File: config.mk
export PLATFORM = sky130hd
export DESIGN_NAME = adc_sample_averager
export DESIGN_NICKNAME = d
export VERILOG_FILES = /design/src/rtl/adc_avg_pkg.sv /design/src/rtl/adc_avg_fifo.sv /design/src/rtl/adc_sample_averager.sv
export SDC_FILE = /design/constraint.sdc
export NUM_CORES = 1
export LEC_CHECK = 0
export CORE_MARGIN = 4
export CORE_UTILIZATION = 30
export CTS_BUF_LIST = sky130_fd_sc_hd__clkbuf_8
export DETAILED_ROUTE_END_ITERATION = 10
export PLACE_DENSITY = 0.56
export SLEW_MARGIN = 20
export SYNTH_ARGS = -nofsm -noshare
export SYNTH_HDL_FRONTEND = slang
export SYNTH_SLANG_ARGS = --single-unit
File: constraint.sdc
create_clock -name clk -period 2.2 [get_ports clk]
set_input_delay 0.66 -clock clk [delete_from_list [all_inputs] [get_ports clk]]
set_output_delay 0.66 -clock clk [all_outputs]
set_load 0.02 [all_outputs]
File: src/rtl/adc_avg_pkg.sv
// Shared definitions for the ADC sample averager: default widths and the
// block-average helper used when a block of samples completes.
package adc_avg_pkg;

  localparam int NUM_BITS_DEF   = 4;
  localparam int LOG2_AVG_DEF   = 2;
  localparam int FIFO_DEPTH_DEF = 4;
  localparam int ACC_W          = NUM_BITS_DEF + LOG2_AVG_DEF;
  localparam int LVL_W          = $clog2(FIFO_DEPTH_DEF) + 1;

  // Truncating average of the running sum plus the closing sample.
  function automatic logic [31:0] avg_of(input logic [31:0] acc,
                                         input logic [31:0] d_in,
                                         input int unsigned log2_avg);
    return (acc + d_in) >> log2_avg;
  endfunction

endpackage

File: src/rtl/adc_avg_fifo.sv
// Small synchronous FIFO for averaged codes; extra pointer MSB separates full
// from empty, and the head is read straight from the array (0 when empty).
module adc_avg_fifo
  import adc_avg_pkg::*;
#(
  parameter int WIDTH = 4,
  parameter int DEPTH = 4
) (
  input  logic                     clk,
  input  logic                     rst_n,
  input  logic                     clr,
  input  logic                     push,
  input  logic                     pop,
  input  logic [WIDTH-1:0]         din,
  output logic                     full,
  output logic                     empty,
  output logic [$clog2(DEPTH):0]   level,
  output logic [WIDTH-1:0]         head
);

  localparam int AW = $clog2(DEPTH);

  logic [AW:0]      wr_ptr_reg;
  logic [AW:0]      rd_ptr_reg;
  logic [WIDTH-1:0] mem [DEPTH];
  logic             do_push;
  logic             do_pop;

  assign empty = (wr_ptr_reg == rd_ptr_reg);
  assign full  = (wr_ptr_reg[AW] != rd_ptr_reg[AW]) &&
                 (wr_ptr_reg[AW-1:0] == rd_ptr_reg[AW-1:0]);
  assign level = wr_ptr_reg - rd_ptr_reg;
  assign head  = empty ? '0 : mem[rd_ptr_reg[AW-1:0]];

  // A full FIFO still accepts a push when the head leaves in the same cycle.
  assign do_pop  = pop && !empty && !clr;
  assign do_push = push && (!full || do_pop) && !clr;

  always_ff @(posedge clk or negedge rst_n) begin
    if (!rst_n) begin
      wr_ptr_reg <= '0;
      rd_ptr_reg <= '0;
    end else if (clr) begin
      wr_ptr_reg <= '0;
      rd_ptr_reg <= '0;
    end else begin
      if (do_push) wr_ptr_reg <= wr_ptr_reg + 1'b1;
      if (do_pop)  rd_ptr_reg <= rd_ptr_reg + 1'b1;
    end
  end

  always_ff @(posedge clk) begin
    if (do_push) mem[wr_ptr_reg[AW-1:0]] <= din;
  end

endmodule

File: src/rtl/adc_sample_averager.sv
// Captures ADC codes on the rising edge of eoc, block-averages 2^LOG2_AVG
// samples and queues the results for a valid/ready consumer.
module adc_sample_averager
  import adc_avg_pkg::*;
#(
  parameter int NUM_BITS   = NUM_BITS_DEF,
  parameter int LOG2_AVG   = LOG2_AVG_DEF,
  parameter int FIFO_DEPTH = FIFO_DEPTH_DEF
) (
  input  logic                          clk,
  input  logic                          rst_n,
  input  logic                          clr,
  input  logic [NUM_BITS-1:0]           d_in,
  input  logic                          eoc,
  output logic [NUM_BITS-1:0]           dout,
  output logic                          dout_valid,
  input  logic                          dout_ready,
  output logic                          overflow,
  output logic [$clog2(FIFO_DEPTH):0]   fifo_level
);

  localparam int ACC_BITS = NUM_BITS + LOG2_AVG;

  logic                eoc_q_reg;
  logic                capture;
  logic                push_req;
  logic [NUM_BITS-1:0] push_data;
  logic                fifo_full;
  logic                fifo_empty;
  logic                fifo_pop;
  logic                overflow_reg;

  // eoc_q keeps following eoc even while clr is asserted.
  always_ff @(posedge clk or negedge rst_n) begin
    if (!rst_n) eoc_q_reg <= 1'b0;
    else        eoc_q_reg <= eoc;
  end

  assign capture = eoc && !eoc_q_reg;

  if (LOG2_AVG == 0) begin : g_pass
    assign push_req  = capture && !clr;
    assign push_data = d_in;
  end else begin : g_avg
    logic [ACC_BITS-1:0] acc_reg;
    logic [LOG2_AVG-1:0] cnt_reg;
    logic                block_done;

    assign block_done = capture && (cnt_reg == {LOG2_AVG{1'b1}});

    always_ff @(posedge clk or negedge rst_n) begin
      if (!rst_n) begin
        acc_reg <= '0;
        cnt_reg <= '0;
      end else if (clr) begin
        acc_reg <= '0;
        cnt_reg <= '0;
      end else if (capture) begin
        // The accumulator restarts even if the FIFO drops this average.
        if (block_done) begin
          acc_reg <= '0;
          cnt_reg <= '0;
        end else begin
          acc_reg <= acc_reg + ACC_BITS'(d_in);
          cnt_reg <= cnt_reg + 1'b1;
        end
      end
    end

    assign push_req  = block_done && !clr;
    assign push_data = NUM_BITS'(avg_of(32'(acc_reg), 32'(d_in), LOG2_AVG));
  end

  assign dout_valid = !fifo_empty;
  assign fifo_pop   = dout_valid && dout_ready;

  adc_avg_fifo #(
    .WIDTH (NUM_BITS),
    .DEPTH (FIFO_DEPTH)
  ) u_fifo (
    .clk   (clk),
    .rst_n (rst_n),
    .clr   (clr),
    .push  (push_req),
    .pop   (fifo_pop),
    .din   (push_data),
    .full  (fifo_full),
    .empty (fifo_empty),
    .level (fifo_level),
    .head  (dout)
  );

  always_ff @(posedge clk or negedge rst_n) begin
    if (!rst_n)                                     overflow_reg <= 1'b0;
    else if (clr)                                   overflow_reg <= 1'b0;
    else if (push_req && fifo_full && !fifo_pop)    overflow_reg <= 1'b1;
  end

  assign overflow = overflow_reg;

endmodule

==> impl_metrics.toml, run 1 <==
[global_routing]
grt_pass1_vias = 1356
track_usage = 0.1154
grt_max_degree = 17
grt_pass1_wl_microns = 6382
antenna_found_initial = 0
grt_overflow = 0

[drt]
post-route-drc-count = 0
wl_per_cell_microns = 14.08
viasPerCell = 4.620
drt-total-wl_microns = 3702
detail-route-antenna-nets = 0
via_count = 1215
drt-pass1-iter-count = 4
drtIter0Drc = 57

[clock_network]
path_clk_slew_ns = 0.07
clock_path_buffers = 2
numClockSinks = 32
cts_tree = "done"
cts_root_buf = "clkbuf_8"
cts_buffers = 5
ctsHoldBuffers = 0
cts_max_level = 2
clk_latency_ns = 0.28

[sta]
setup_ws_ns = -0.04054
finalCriticalPeriod_ns = 2.241
slew_violations = 0
worst_pin_slew_ns = 0.4218
final-hold-violation-count = 0
grt_setup_unrepaired = "true"
setup_viol = 6
max_freq_ghz = 0.4463
skew_ns = 0.003745
relSlewSlack = 0.7158
min_period_over_period = 1.018

[floorplanning]
core_sq_um = 5540
die_x_microns = 83.59
pin_count = 18
die_h_microns = 83.59
die-area_sq_um = 6987
row_count = 27
start_util = 0.3094

[min_path]
whs_endpoint = "overflow$_DFFE_PN0P_"
hp-start = "overflow$_DFFE_PN0P_"
holdPathStages = 2
hp-class = "reg2reg"

[setup_path]
cp-start-kind = "flop"
reg2reg_depth = 6
criticalPathCategory = "reg2out"
cp_data_arrival_time_ns = 1.58
reg2reg_to = "u_fifo.wr_ptr_reg[2]$_DFFE_PN0P_"
reg2reg_slack_ns = 0.32
crit_fanout = 5
worstSetupEndpointType = "primary output"
r2r-start = "u_fifo.rd_ptr_reg[0]$_DFFE_PN0P_"
worstPathRequired_ns = 1.54

[status]
failed_checks = "negative setup slack"
status = "complete, but fails checks"

[cells_and_area]
register_area_sq_um = 880.8
syn_to_final_growth_pct = 38.10
drive_gt1_frac = 0.3927
largest_register_ffs = 16
multi_input_area_sq_um = 854.6
antenna_cells = 0
utilization = 0.4273
num-nets-final = 213
final_cells = 263
fill_cells = 533

[logic_synthesis]
syn_area_sq_um = 1714
synth-warning-count = 0
synth_area_leader_cell = "edfxtp_1"
synthCells = 142
synth_top_family_by_area = "simple AND/OR/NAND/NOR gates"
synth_compound_area_frac = 0.09708
synthArstFlopShare = 0.5000
synth.distinct_cells = 34
synth_edf_count = 16
synthTopCellsByCount = "dfrtp_1, edfxtp_1, nor2_1"
syn_nets = 165
synth-seq-cells = 32
synthFlopType = "edfxtp_1"
synthTopCellsByArea = "edfxtp_1, dfrtp_1, ha_1, mux4_2, nor2_1"
synth_xor_area_frac = 0.05109
synth_top_area_share = 0.2803
synthMuxAreaShare = 0.07153
synthAdderAreaFrac = 0.1109
seq_area_frac_synth = 0.5139
synth_simple_gate_area_frac = 0.1248
avgSynthCellArea_sq_um = 12.07

[pwr]
cellLeakagePower_nw = 1.053
ir_worst_vdd_mv = 0.6335
power.density_nw_per_um2 = 569.8

[run]
max-cap-violations = 0

[placed_design]
numPortBuffers = 17
dp_hpwl_microns = 2778
dp.cells = 252
place_congestion = 0.8038
[cell type report]
cell class | instances | share of cell area
Tap cell | 72 | 0.03805
Inverter | 7 | 0.01110
Timing Repair Buffer | 48 | 0.1707
Clock buffer | 5 | 0.02907
Clock inverter | 3 | 0.01797
Sequential cell | 32 | 0.3721
Multi-Input combinational cell | 96 | 0.3610
[power by group]
part           leakage (nW)  internal, mW  switching (mW)
clock                0.0541         0.335           0.224
combinational         0.642        0.0659          0.0693
sequential            0.357         0.646         0.00886
total                  1.05          1.05           0.302
[stage by stage]
stage	setup slack (ns)	setup TNS, ns	area (sq um)	hold slack [ns]	total power, mW
floorplan	0.1270	0	1714	0.3644	0.7293
CTS	-0.07970	-0.3689	2265	0.5061	1.355
global placement	-0.2663	-5.176	2158	0.4858	0.7891
global route	-0.1169	-0.6591	2367	0.5502	1.419
finish	-0.04054	-0.1320	2367	0.4987	1.349
detailed placement	-0.2890	-5.915	2158	0.4908	0.7935
[cell usage in the layout (no fill, tap or decap), types with 2 or more instances in the layout]
cell type	count
a21oi_1	5
a31o_2	2
a31oi_1	2
and2_2	3
buf_4	30
buf_6	7
clkbuf_8	5
clkdlybuf4s50_1	9
dfrtp_1	16
edfxtp_1	16
fa_2	2
ha_1	11
inv_1	6
mux2_2	2
mux4_2	4
nand2_1	7
nand2b_1	2
nand3b_1	3
nor2_1	14
nor2b_1	4
nor2b_4	3
o211ai_1	2
o21ai_0	4
xnor2_1	2
xnor2_2	2
xor2_1	6
[cell families (layout without fill, tap and decap cells)]
| kind of cell | Yosys count | in the layout |
|---|---|---|
| multiplexers | 7 | 7 |
| XOR/XNOR | 10 | 10 |
| adder cells (fa/ha/maj) | 14 | 14 |
| AND/OR/NAND/NOR | 42 | 42 |
| AO/OA/AOI/OAI | 23 | 23 |
| flip-flops | 32 | 32 |
| buffers and inverters | 14 | 63 |
[layer usage]
metal | track usage | share of wire | vias up
met1 | 0.1367 | 0.44 | 595
met5 | 0 | 0 | -
met3 | 0.03060 | 0.029 | 8
met4 | 0.03947 | 0.014 | 0
li1 | - | - | 595
met2 | 0.2010 | 0.52 | 17
[critical path, stage by stage (launching register included)]
cell and delay [ns]:
dfrtp_1 0.37, buf_6 0.15, mux4_2 0.49, nor2b_1 0.14, buf_4 0.15
[timing repair]
action / in CTS / in global routing
pin swaps: 2 / 3
gates resized for setup: 35 / 28
buffers inserted: 2 / 1
setup endpoints to repair: 9 / 18
[how the worst max path moves through the flow]
| stage | from | to | depth (start not counted) |
|---|---|---|---|
| 2_1_floorplan | u_fifo.wr_ptr_reg[0]$_DFFE_PN0P_ | fifo_level[2] | 4 |
| 3_3_place_gp | d_in[1] | g_avg.acc_reg[5]$_DFFE_PN0P_ | 6 |
| 3_5_place_dp | d_in[1] | g_avg.acc_reg[5]$_DFFE_PN0P_ | 6 |
| 4_1_cts | u_fifo.rd_ptr_reg[0]$_DFFE_PN0P_ | dout[1] | 4 |
| 5_1_grt | u_fifo.rd_ptr_reg[0]$_DFFE_PN0P_ | dout[2] | 4 |
| 6_report | u_fifo.rd_ptr_reg[0]$_DFFE_PN0P_ | dout[2] | 4 |
No activity file was read; power rests on OpenSTA's default activity.
==> run 2, diff against run 1 <==
Settings changed: CORE_UTILIZATION 30 to 55, GPL_ROUTABILITY_DRIVEN from default to 1, PLACE_DENSITY 0.56 to 0.86.
==> run 2 against run 1 <==
Against the previous run:
- the run still ends with negative setup slack left
- wire length is 2.4% lower
- count of clock-buffer cells in the layout stayed put
- total power is 1.5% lower
- hold slack hardly changed
- largest power group unchanged
==> impl_metrics.toml, run 2 (synthesized netlist as in run 1, its figures left out) <==
[sta]
finalCriticalPeriod_ns = 2.257
setup_viol = 6
slew_violations = 0
grt_setup_unrepaired = "true"
relSlewSlack = 0.7287
setup_ws_ns = -0.05659
worst_pin_slew_ns = 0.4027
max_freq_ghz = 0.4431
skew_ns = 0.003974
min_period_over_period = 1.026
final-hold-violation-count = 0

[setup_path]
cp_data_arrival_time_ns = 1.60
cp-start-kind = "flop"
r2r-start = "u_fifo.rd_ptr_reg[0]$_DFFE_PN0P_"
crit_path_cell_trace = "buf_6 -> mux4_2 -> nor2b_1 -> buf_4"
worstPathRequired_ns = 1.54
timing.critical_path.slowest_stage_cell = "mux4_2"
worstSetupEndpointType = "primary output"
timing.critical_path.slowest_cell_delay_ns = 0.50
criticalPathCategory = "reg2out"
crit_fanout = 5
critPathLaunch = "u_fifo.rd_ptr_reg[0]$_DFFE_PN0P_"

[placed_design]
numPortBuffers = 17
place_congestion = 0.8445
place_area_sq_um = 2091
dp_hpwl_microns = 2589

[floorplanning]
die_x_microns = 63.83
row_count = 19
die-area_sq_um = 4074
core_sq_um = 2877
pin_count = 18
die_h_microns = 63.83
start_util = 0.5959

[drt]
via_count = 1245
wl_per_cell_microns = 15.77
drt-pass1-iter-count = 4
drt-total-wl_microns = 3612
drtIter0Drc = 60
detail-route-antenna-nets = 0
post-route-drc-count = 0
viasPerCell = 5.437

[global_routing]
grt_pass1_vias = 1336
antenna_found_initial = 0
track_usage = 0.1971
grt_overflow = 0
grt_max_degree = 18
grt_pass1_wl_microns = 6196

[pwr]
ir_worst_vdd_mv = 0.5216
power.density_nw_per_um2 = 585.4
cellLeakagePower_nw = 1.013
fin_total_pwr_mw = 1.329

[cells_and_area]
mostFrequentLayoutCell = "buf_4"
syn_to_final_growth_pct = 32.41
antenna_cells = 0
num-nets-final = 209
largest_register_ffs = 16
final_cell_mix = "buf_4, dfrtp_1, edfxtp_1"
drive_gt1_frac = 0.3636
fill_cells = 172
design_area_sq_um = 2270
utilization = 0.7890

[min_path]
hp-start = "overflow$_DFFE_PN0P_"
hp-class = "reg2reg"

[clock_network]
clock_path_buffers = 2
cts_root_buf = "clkbuf_8"
path_clk_slew_ns = 0.06
cts_buffers = 5
clk_latency_ns = 0.28
cts_tree = "done"
ctsHoldBuffers = 0
cts_max_level = 2
numClockSinks = 32

[status]
failed_checks = "negative setup slack"
status = "complete, but fails checks"

[run]
max-cap-violations = 0
## run 2: cell type report
| cell class | count | area [sq um] | share of cell area |
|---|---|---|---|
| Multi-Input combinational cell | 96 | 847.1 | 0.3732 |
| Clock inverter | 3 | 37.54 | 0.01654 |
| Sequential cell | 32 | 880.8 | 0.3881 |
| Tap cell | 42 | 52.55 | 0.02315 |
| Clock buffer | 5 | 68.82 | 0.03032 |
| Timing Repair Buffer | 44 | 356.6 | 0.1571 |
| Inverter | 7 | 26.28 | 0.01158 |
## run 2: power breakdown
| group | internal (mW) | switching (mW) |
|---|---|---|
| registers | 0.646 | 0.00830 |
| clock network | 0.329 | 0.208 |
| logic | 0.0631 | 0.0738 |
## run 2: path summary, 6_finish.rpt
kind                                                    end  slack [ns]  depth (start not counted)
min in group asynchronous      g_avg.cnt_reg[1]$_DFFE_PN0P_        0.70                          2
max                                                 dout[1]       -0.06                          4
max in group asynchronous      g_avg.acc_reg[2]$_DFFE_PN0P_        1.31                          2
max reg2reg                u_fifo.wr_ptr_reg[2]$_DFFE_PN0P_        0.34                          6
min reg2reg                            overflow$_DFFE_PN0P_        0.50                          2
min                                    overflow$_DFFE_PN0P_        0.50                          2
## run 2: repair_timing
item / 4_1_cts / 5_1_grt
pin swaps: 0 / 0
buffers inserted: 3 / 0
gates cloned: 0 / 0
endpoints found under the setup margin: 12 / 16
resized for setup: 34 / 22
## run 2: metal layers
| layer | track usage | share of wire | vias to the layer above |
|---|---|---|---|
| li1 | - | - | 588 |
| met1 | 0.2344 | 0.42 | 597 |
| met2 | 0.3239 | 0.50 | 51 |
| met3 | 0.05604 | 0.056 | 9 |
| met4 | 0.1051 | 0.025 | 0 |
| met5 | 0 | 0 | - |
## run 2: stage by stage
step / TNS (ns) / setup WS [ns] / hold slack [ns] / instances
finish: -0.2601 / -0.05659 / 0.4988 / 229
global route: -0.5918 / -0.1012 / 0.5462 / 229
CTS: -0.2945 / -0.06986 / 0.5009 / 229
detailed placement: -6.370 / -0.3115 / 0.4867 / 218
global placement: -4.639 / -0.2185 / 0.4815 / 218
floorplan: 0 / 0.1270 / 0.3644 / 142
## run 2: critical path, delay by kind of cell (launching register included)
| family | cells | cell delay [ns] |
|---|---|---|
| buffers and inverters | 2 | 0.30 |
| DFF | 1 | 0.37 |
| muxes | 1 | 0.50 |
| and+or+nand+nor | 1 | 0.15 |
